**config.mk**
```make
export PLATFORM = sky130hd
export DESIGN_NAME = lcd_text_sequencer
export DESIGN_NICKNAME = d
export VERILOG_FILES = /design/src/rtl/lcd_text_sequencer.sv
export SDC_FILE = /design/constraint.sdc
export NUM_CORES = 1
export LEC_CHECK = 0
export ABC_AREA = 1
export CORE_MARGIN = 5
export CORE_UTILIZATION = 58
export DETAILED_ROUTE_END_ITERATION = 8
export PLACE_DENSITY = 0.86
export REMOVE_ABC_BUFFERS = 1
export SYNTH_ARGS = -nofsm -noshare
export SYNTH_HDL_FRONTEND = slang
export SYNTH_SLANG_ARGS = --single-unit
```
**constraint.sdc**
```tcl
create_clock -name clk -period 12.4 [get_ports clk]
set_clock_uncertainty 0.15 [all_clocks]
set_input_delay 3.72 -clock clk [delete_from_list [all_inputs] [get_ports clk]]
set_output_delay 3.72 -clock clk [all_outputs]
set_load 0.03 [all_outputs]
```
**src/rtl/lcd_text_sequencer.sv**
```systemverilog
// lcd_text_sequencer
//
// Upstream driver for a single-transaction character-LCD controller. After
// reset it sends the four HD44780 power-on commands. From then on it mirrors a
// 32-byte text buffer (2 lines x 16 characters) to the panel. Each byte is one
// start/done handshake with the controller. The host may write the buffer at
// any time, and any write causes a full repaint.
//
// Ports:
//   clk        system clock
//   reset      asynchronous, active-high reset
//   wr_en      buffer write strobe, accepted every cycle
//   wr_addr    0-15 = line 1 cols 0-15, 16-31 = line 2 cols 0-15
//   wr_data    character code to store
//   init_done  set by the completion of the fourth init command, sticky
//   busy       low only while the sequencer sits idle
//   lcd_data   byte presented to the controller
//   lcd_rs     0 = command, 1 = character data
//   lcd_start  one-cycle request pulse to the controller
//   lcd_done   one-cycle completion pulse from the controller
//
// Build option:
//   LCD_SEQ_AUTOREFRESH_EN  when defined, the panel is repainted continuously
//                           after init. Buffer writes still mark the buffer
//                           dirty, but the dirty flag no longer gates refresh.

module lcd_text_sequencer #(
    parameter logic [7:0] FILL_CHAR  = 8'h20,  // reset content of every cell
    parameter logic [7:0] FUNC_SET   = 8'h38,  // 8-bit bus, 2 lines, 5x8 font
    parameter logic [7:0] DISP_CTRL  = 8'h0C,  // display on, cursor off
    parameter logic [7:0] ENTRY_MODE = 8'h06   // increment, no shift
) (
    input  logic       clk,
    input  logic       reset,
    input  logic       wr_en,
    input  logic [4:0] wr_addr,
    input  logic [7:0] wr_data,
    output logic       init_done,
    output logic       busy,
    output logic [7:0] lcd_data,
    output logic       lcd_rs,
    output logic       lcd_start,
    input  logic       lcd_done
);

    typedef enum logic [2:0] {
        INIT_ISSUE,
        INIT_WAIT,
        IDLE,
        REF_ISSUE,
        REF_WAIT
    } state_t;

    localparam logic [7:0] CMD_CLEAR = 8'h01;  // init command 2
    localparam logic [7:0] CMD_LINE1 = 8'h80;  // DDRAM address 0x00
    localparam logic [7:0] CMD_LINE2 = 8'hC0;  // DDRAM address 0x40

    localparam logic [5:0] LAST_INIT_STEP = 6'd3;
    localparam logic [5:0] LINE2_STEP     = 6'd17;
    localparam logic [5:0] LAST_REF_STEP  = 6'd33;

    state_t     state_q, state_d;
    logic [5:0] step_q, step_d;
    logic [7:0] text_q [32];
    logic [7:0] text_d [32];
    logic       dirty_q, dirty_d;
    logic       init_done_q, init_done_d;
    logic       busy_q, busy_d;
    logic [7:0] lcd_data_q, lcd_data_d;
    logic       lcd_rs_q, lcd_rs_d;
    logic       lcd_start_q, lcd_start_d;

    logic [7:0] init_byte;
    logic [7:0] ref_byte;
    logic       ref_rs;
    logic [4:0] ref_addr;

    // ------------------------------------------------------------------
    // Byte selection for the current step.
    // ------------------------------------------------------------------

    // Init command for steps 0-3. Only the low two step bits matter here.
    always_comb begin
        // NOTE: every signal written in an always_comb gets a default value
        // first. That way no path can leave it unassigned and infer a latch.
        init_byte = FUNC_SET;
        case (step_q[1:0])
            2'd0:    init_byte = FUNC_SET;
            2'd1:    init_byte = DISP_CTRL;
            2'd2:    init_byte = CMD_CLEAR;
            default: init_byte = ENTRY_MODE;
        endcase
    end

    // Refresh layout:
    //   step 0      -> line 1 address command
    //   steps 1-16  -> text[step-1]
    //   step 17     -> line 2 address command
    //   steps 18-33 -> text[step-2]
    // Using the low five step bits makes the line-2 offset wrap naturally:
    // steps 32 and 33 yield 0-2 and 1-2, which are 30 and 31 modulo 32.
    always_comb begin
        ref_byte = CMD_LINE1;
        ref_rs   = 1'b0;
        ref_addr = 5'd0;
        if (step_q == 6'd0) begin
            ref_byte = CMD_LINE1;
        end else if (step_q < LINE2_STEP) begin
            ref_addr = step_q[4:0] - 5'd1;
            ref_byte = text_q[ref_addr];
            ref_rs   = 1'b1;
        end else if (step_q == LINE2_STEP) begin
            ref_byte = CMD_LINE2;
        end else begin
            ref_addr = step_q[4:0] - 5'd2;
            ref_byte = text_q[ref_addr];
            ref_rs   = 1'b1;
        end
    end

    // ------------------------------------------------------------------
    // Text buffer: the host writes it every cycle, in any state.
    // ------------------------------------------------------------------
    always_comb begin
        text_d = text_q;
        if (wr_en) begin
            text_d[wr_addr] = wr_data;
        end
    end

    // ------------------------------------------------------------------
    // Next-state and output logic.
    // ------------------------------------------------------------------
    always_comb begin
        state_d     = state_q;
        step_d      = step_q;
        dirty_d     = dirty_q;
        init_done_d = init_done_q;
        lcd_data_d  = lcd_data_q;   // held stable through the WAIT states
        lcd_rs_d    = lcd_rs_q;
        lcd_start_d = 1'b0;

        case (state_q)
            INIT_ISSUE: begin
                lcd_data_d  = init_byte;
                lcd_rs_d    = 1'b0;
                lcd_start_d = 1'b1;
                state_d     = INIT_WAIT;
            end

            INIT_WAIT: begin
                if (lcd_done) begin
                    if (step_q == LAST_INIT_STEP) begin
                        init_done_d = 1'b1;
                        step_d      = 6'd0;
                        state_d     = IDLE;
                    end else begin
                        step_d  = step_q + 6'd1;
                        state_d = INIT_ISSUE;
                    end
                end
            end

            IDLE: begin
                if (dirty_q) begin
                    dirty_d = 1'b0;
                    step_d  = 6'd0;
                    state_d = REF_ISSUE;
                end
            end

            REF_ISSUE: begin
                // A write landing on this same edge is not seen here. The old
                // byte goes out, and the dirty flag set below forces a repaint.
                lcd_data_d  = ref_byte;
                lcd_rs_d    = ref_rs;
                lcd_start_d = 1'b1;
                state_d     = REF_WAIT;
            end

            REF_WAIT: begin
                if (lcd_done) begin
                    if (step_q == LAST_REF_STEP) begin
                        step_d = 6'd0;
`ifdef LCD_SEQ_AUTOREFRESH_EN
                        state_d = REF_ISSUE;
`else
                        state_d = IDLE;
`endif
                    end else begin
                        step_d  = step_q + 6'd1;
                        state_d = REF_ISSUE;
                    end
                end
            end

            default: begin
                state_d = INIT_ISSUE;
                step_d  = 6'd0;
            end
        endcase

        // A write on the same edge as the idle-exit clear must survive.
        // Otherwise the new character could be missed by the refresh that
        // is just starting.
        if (wr_en) begin
            dirty_d = 1'b1;
        end

        busy_d = (state_d != IDLE);
    end

    // ------------------------------------------------------------------
    // State registers.
    // ------------------------------------------------------------------
    always_ff @(posedge clk or posedge reset) begin
        if (reset) begin
            // NOTE: the text buffer is reset along with the control state.
            // Its reset content is what gets painted after init, so it has
            // to be defined. That is why this memory is built from flops.
            for (int i = 0; i < 32; i++) begin
                text_q[i] <= FILL_CHAR;
            end
            state_q     <= INIT_ISSUE;
            step_q      <= 6'd0;
            dirty_q     <= 1'b1;
            init_done_q <= 1'b0;
            busy_q      <= 1'b0;
            lcd_data_q  <= 8'h00;
            lcd_rs_q    <= 1'b0;
            lcd_start_q <= 1'b0;
        end else begin
            // NOTE: sequential state uses non-blocking assignments only.
            // All flops then update together from the same pre-edge values.
            text_q      <= text_d;
            state_q     <= state_d;
            step_q      <= step_d;
            dirty_q     <= dirty_d;
            init_done_q <= init_done_d;
            busy_q      <= busy_d;
            lcd_data_q  <= lcd_data_d;
            lcd_rs_q    <= lcd_rs_d;
            lcd_start_q <= lcd_start_d;
        end
    end

    assign init_done = init_done_q;
    assign busy      = busy_q;
    assign lcd_data  = lcd_data_q;
    assign lcd_rs    = lcd_rs_q;
    assign lcd_start = lcd_start_q;

endmodule

```
Word-level counts from Yosys, hierarchy flattened. Index checks and enable logic that the tools add are counted.

Input port bits: 17. Bits in registers: 278. Word-level logic and storage cells: 107.

Reduce and logical (&&, ||, !) cells: 9. Bitwise logic cells: 4. Equality and inequality tests: 13. Order comparisons: 5. Add/subtract/negate cells: 3. Mux-type cells: 33.

Operator list (number): $bwmux 256 (1); $bmux 8 s5 (2); $mux 8 (8); $demux 8 s5 (1); $mux 6 (5); $pmux 6 s4 (1); $ge 6x6->1 const B (3); $not 5->6 (3); $pmux 6 s3 (1); $pmux 8 s2 (1); $pmux 3 s5 (1); $mux 3 (3); $mux 1 (7); $add 6x1->6 const B (1); $eq 3x2->1 const B (2); $eq 6x2->1 const B (1); $eq 6x5->1 const B (1); $eq 6x6->1 const B (1); $logic_not 6->1 (1); $lt 6x1->1 const B (1); $lt 6x5->1 const B (1); $ne 2x2->1 const B (3); $sub 5x1->5 const B (1); $sub 5x2->5 const B (1); other kinds (15) (16).

Logic depth before layout (Yosys ltp).
Word-level depth: 9. Gate-level depth with buffers: 18.

Worst setup path before layout. Ideal clock, no wire load.

Kind: in2reg. From: input port wr_en. To: register text_q[70] (netlist bit). Buffers on the path: 1. Setup time: 126 ps. Slack: 7438 ps. Arrival: 4685 ps. Stages on the path: 6. Cells stage by stage: inv_1 -> nor3_4 -> inv_2 -> nor4_4 -> buf_2 -> o21ai_0.

RTL lines: from (decl) (RTL line 35) `input logic wr_en,`; to (signal assigned) (RTL line 235) `text_q <= text_d;`; to (decl) (RTL line 64) `logic [7:0] text_q [32];`.

Worst setup path in the final report.
From: input port wr_addr[4]. To: register text_q[51] (netlist bit).

Word-level cells in the longest chain between the ends: 6.

RTL lines: from (decl) (RTL line 36) `input logic [4:0] wr_addr,`; $not 5->6 (not written as such) * (RTL line 127) `text_d[wr_addr] = wr_data;`; $ge 6x6->1 (not written as such) or $lt 6x1->1 (tied branches) (RTL line 127); $logic_and 1x1->1 (not written as such) (RTL line 127); $mux 8 (not written as such) (RTL line 127); $demux 8 s5 * (RTL line 127); $bwmux 256 * (RTL line 127).

Every way passes the cells marked *; elsewhere a longest branch is shown, timed or not. A chain may end at the register's enable or synchronous reset.

==> results.md <==
- Run status: completed
- Final Hold Fails: 0
- Post-Synthesis Cells: 2,218
- R2R Path End: lcd_data[1]
- Register bit total from synthesis: 278
- Post-CTS Resized: 0
- Vias: 15,450
- I/O Pins: 29
- DR WL/cell: 18.96 microns
- Worst-path clk slew: 0.06 ns
- Clk buf depth: 3
- Hold Crit Depth: 2
- Number of flops mapped to enable cells by yosys: 0
- Post-Layout Cell Count: 2,501
- Initial antenna violation count: 0
- Post-synthesis sequential area ratio: 0.4485
- Final Max Slew Viols: 0
- Root Buffer: clkbuf_16
- WL final: 47,430 microns
- Maximum vdd ir drop: 0.2017 mV
- Clock Latency Late Sink: 0.56 ns
- TritonCTS buffer count: 30
- Worst R2R Setup Slack: 8.11 ns
- Share of flip-flops with an asynchronous set or reset: 1.000
- Largest net degree at the start of global routing: 144
- Crit Path Max Fanout: 16
- PwrDens: 253.5 nW/um^2
- Antenna cells: 0
- Hold-fix buffers at CTS: 0
- Gr usage total: 0.3071
- Final min period: 5.812 ns
- Library cells used by synthesis: 32
- Mapped cell area: 15,600 sq um
- Min Hold Slack: 0.3106 ns
- Drt drc: 0
- CTS tree: yes
- Initial DRT Pass Iterations: 6
- Gp weighted congestion: 0.9660
- Reg2reg start: step_q[0]
- Startpoint Class: primary input
- CORE AREA: 26,730 sq um
- MaxCap Viol Count: 0
- ANT nets after route: 0
- Worst Tran Pin Value: 1.195 ns
- Worst EP arrival: 6.05 ns
- Setup CP Type: in -> reg
- Placed insts: 2,447
- Crit path required time: 12.63 ns
- Crit. End Element: flip-flop
- Final nets: 2,162
- Reg2Reg Depth: 13
- Die Ht: 174.0 microns
- Number of global-route vias before repair: 14,310
- Die area: 30,280 sq um
- DP HPWL: 28,520 microns
- Synth Area per Inst: 7.034 sq um
- Max-slew headroom: 0.2023
- FP Rows: 60
- Setup TNS Final: 0 ns
- Share of layout cells above drive strength 1: 0.05787
- # setup viols final: 0
- First-pass GRT wire length: 76,390 microns
- Die Wd: 174.0 microns
- RSZ-0062 raised after global routing: no
- Core Util, Final: 0.6242
- Fin crit share: 0.4687
- F_max: 172.1 MHz
- GRT overflow: 0
- Yosys warns: 0
- Sinks on Clock Net: 278
- Port-buffer cells: 28
- Drt initial violations: 2,620
- Area Overhead vs Synth: 6.913%
- Hold crit path type: reg -> reg
- Top FF cell, synth: dfrtp_1
- Vias/cell: 6.178
- CTS HTree Levels: 1
- Filler cells: 2,317
- Hold path endpoint: init_done
- Starting Density: 0.5838
- HP Start: init_done
- Leakage power: 0.007719 uW
- Post-CTS Setup Repair Bufs: 0
==> flip-flops by register name (all words and copies together), names as in the netlist <==
name	flops
text_q	256
lcd_data	8
step_q	6
state_q	3
busy	1
dirty_q	1
init_done	1
lcd_rs	1
lcd_start	1
==> metal layers <==
metal | vias to the layer above | part of all wire | global-route usage | wire length (microns)
li1 | 7080 | - | - | -
met1 | 7212 | 0.40 | 0.4356 | 18860
met2 | 1023 | 0.45 | 0.4680 | 21260
met3 | 137 | 0.12 | 0.06068 | 5491
met4 | 0 | 0.038 | 0.1204 | 1812
met5 | - | 0 | 0 | 0
==> power breakdown <==
| part | internal (uW) | switching, uW |
|---|---|---|
| clock | 490 | 367 |
| sequential | 1100 | 159 |
| combinational | 616 | 1490 |
| total | 2210 | 2020 |
==> cell usage after synthesis, types with 2 or more instances <==
master | instances | area, sq um
a21oi_1 | 38 | 190.2
xor2_1 | 2 | 17.52
buf_2 | 69 | 345.3
clkbuf_1 | 67 | 251.5
o21ai_0 | 315 | 1577
dfrtp_1 | 245 | 6131
nand2_1 | 771 | 2894
buf_1 | 11 | 41.29
nor2_1 | 111 | 416.7
dfstp_2 | 33 | 867.1
nor4_4 | 2 | 42.54
nor3_1 | 12 | 60.06
o211ai_1 | 18 | 135.1
o31ai_1 | 2 | 15.01
ha_1 | 7 | 87.58
inv_1 | 111 | 416.7
nor3_2 | 4 | 40.04
inv_2 | 9 | 33.78
xor2_2 | 2 | 32.53
buf_4 | 9 | 67.56
nand3_1 | 352 | 1762
o21ai_1 | 18 | 90.09
==> worst max-delay path: stages <==
cell,delay (ns)
clkdlybuf4s50_1,0.68
inv_2,0.12
nor3_1,0.70
nand2_1,0.53
nand2_1,0.17
o21ai_0,0.11
==> per-stage QoR <==
stage | power [uW] | area [sq um] | setup WS [ns]
detailed placement | 3286 | 15750 | 6.143
floorplan | 2625 | 14890 | -1.460
CTS | 4146 | 16680 | 6.675
global route | 4469 | 16680 | 6.349
global placement | 3230 | 15750 | 6.187
finish | 4229 | 16680 | 6.588
==> layout make-up <==
type / count / area (sq um) / area share
clock buffers: 44 / 884.6 / 0.05303
repair buffers: 45 / 407.9 / 0.02445
clock inverters: 10 / 50.05 / 0.003000
flip-flops and latches: 278 / 7003 / 0.4198
inverters: 120 / 462.9 / 0.02775
multi-input cells: 1663 / 7446 / 0.4464
well taps: 341 / 426.7 / 0.02558
==> logic make-up (layout without fill, tap and decap cells) <==
logic type | count (synthesis) | count (layout) | share of synthesized area
buffers and inverters | 277 | 219 | 0.07442
DFF | 278 | 278 | 0.4485
xor gates and xnor gates | 4 | 4 | 0.003208
AOI/OAI and AO/OA | 393 | 393 | 0.1294
adders and majority gates | 7 | 7 | 0.005613
and+or+nand+nor | 1259 | 1259 | 0.3388
==> placed cells by master, fill, tap and decap left out, drive strengths merged <==
cell type	instances
a21oi	38
a31oi	1
buf	17
clkbuf	44
clkdlybuf4s50	28
clkinv	10
dfrtp	245
dfstp	33
ha	7
inv	120
nand2	772
nand3	352
nand4	2
nor2	112
nor3	17
nor4	3
o211ai	18
o21ai	333
o22ai	1
o31ai	2
or3b	1
xor2	4
==> how the worst max path moves through the flow <==
stage                     cells after the start          end  startpoint  slack, ns
after floorplan                              11  lcd_data[6]   step_q[0]      -1.46
after global placement                        3  text_q[113]       reset       6.19
after detailed placement                      3  text_q[113]       reset       6.14
after CTS                                     5   text_q[39]  wr_addr[4]       6.67
after global routing                          5   text_q[39]  wr_addr[4]       6.35
final                                         6   text_q[51]  wr_addr[4]       6.59
Note: power is estimated with default switching activity, not from simulation.
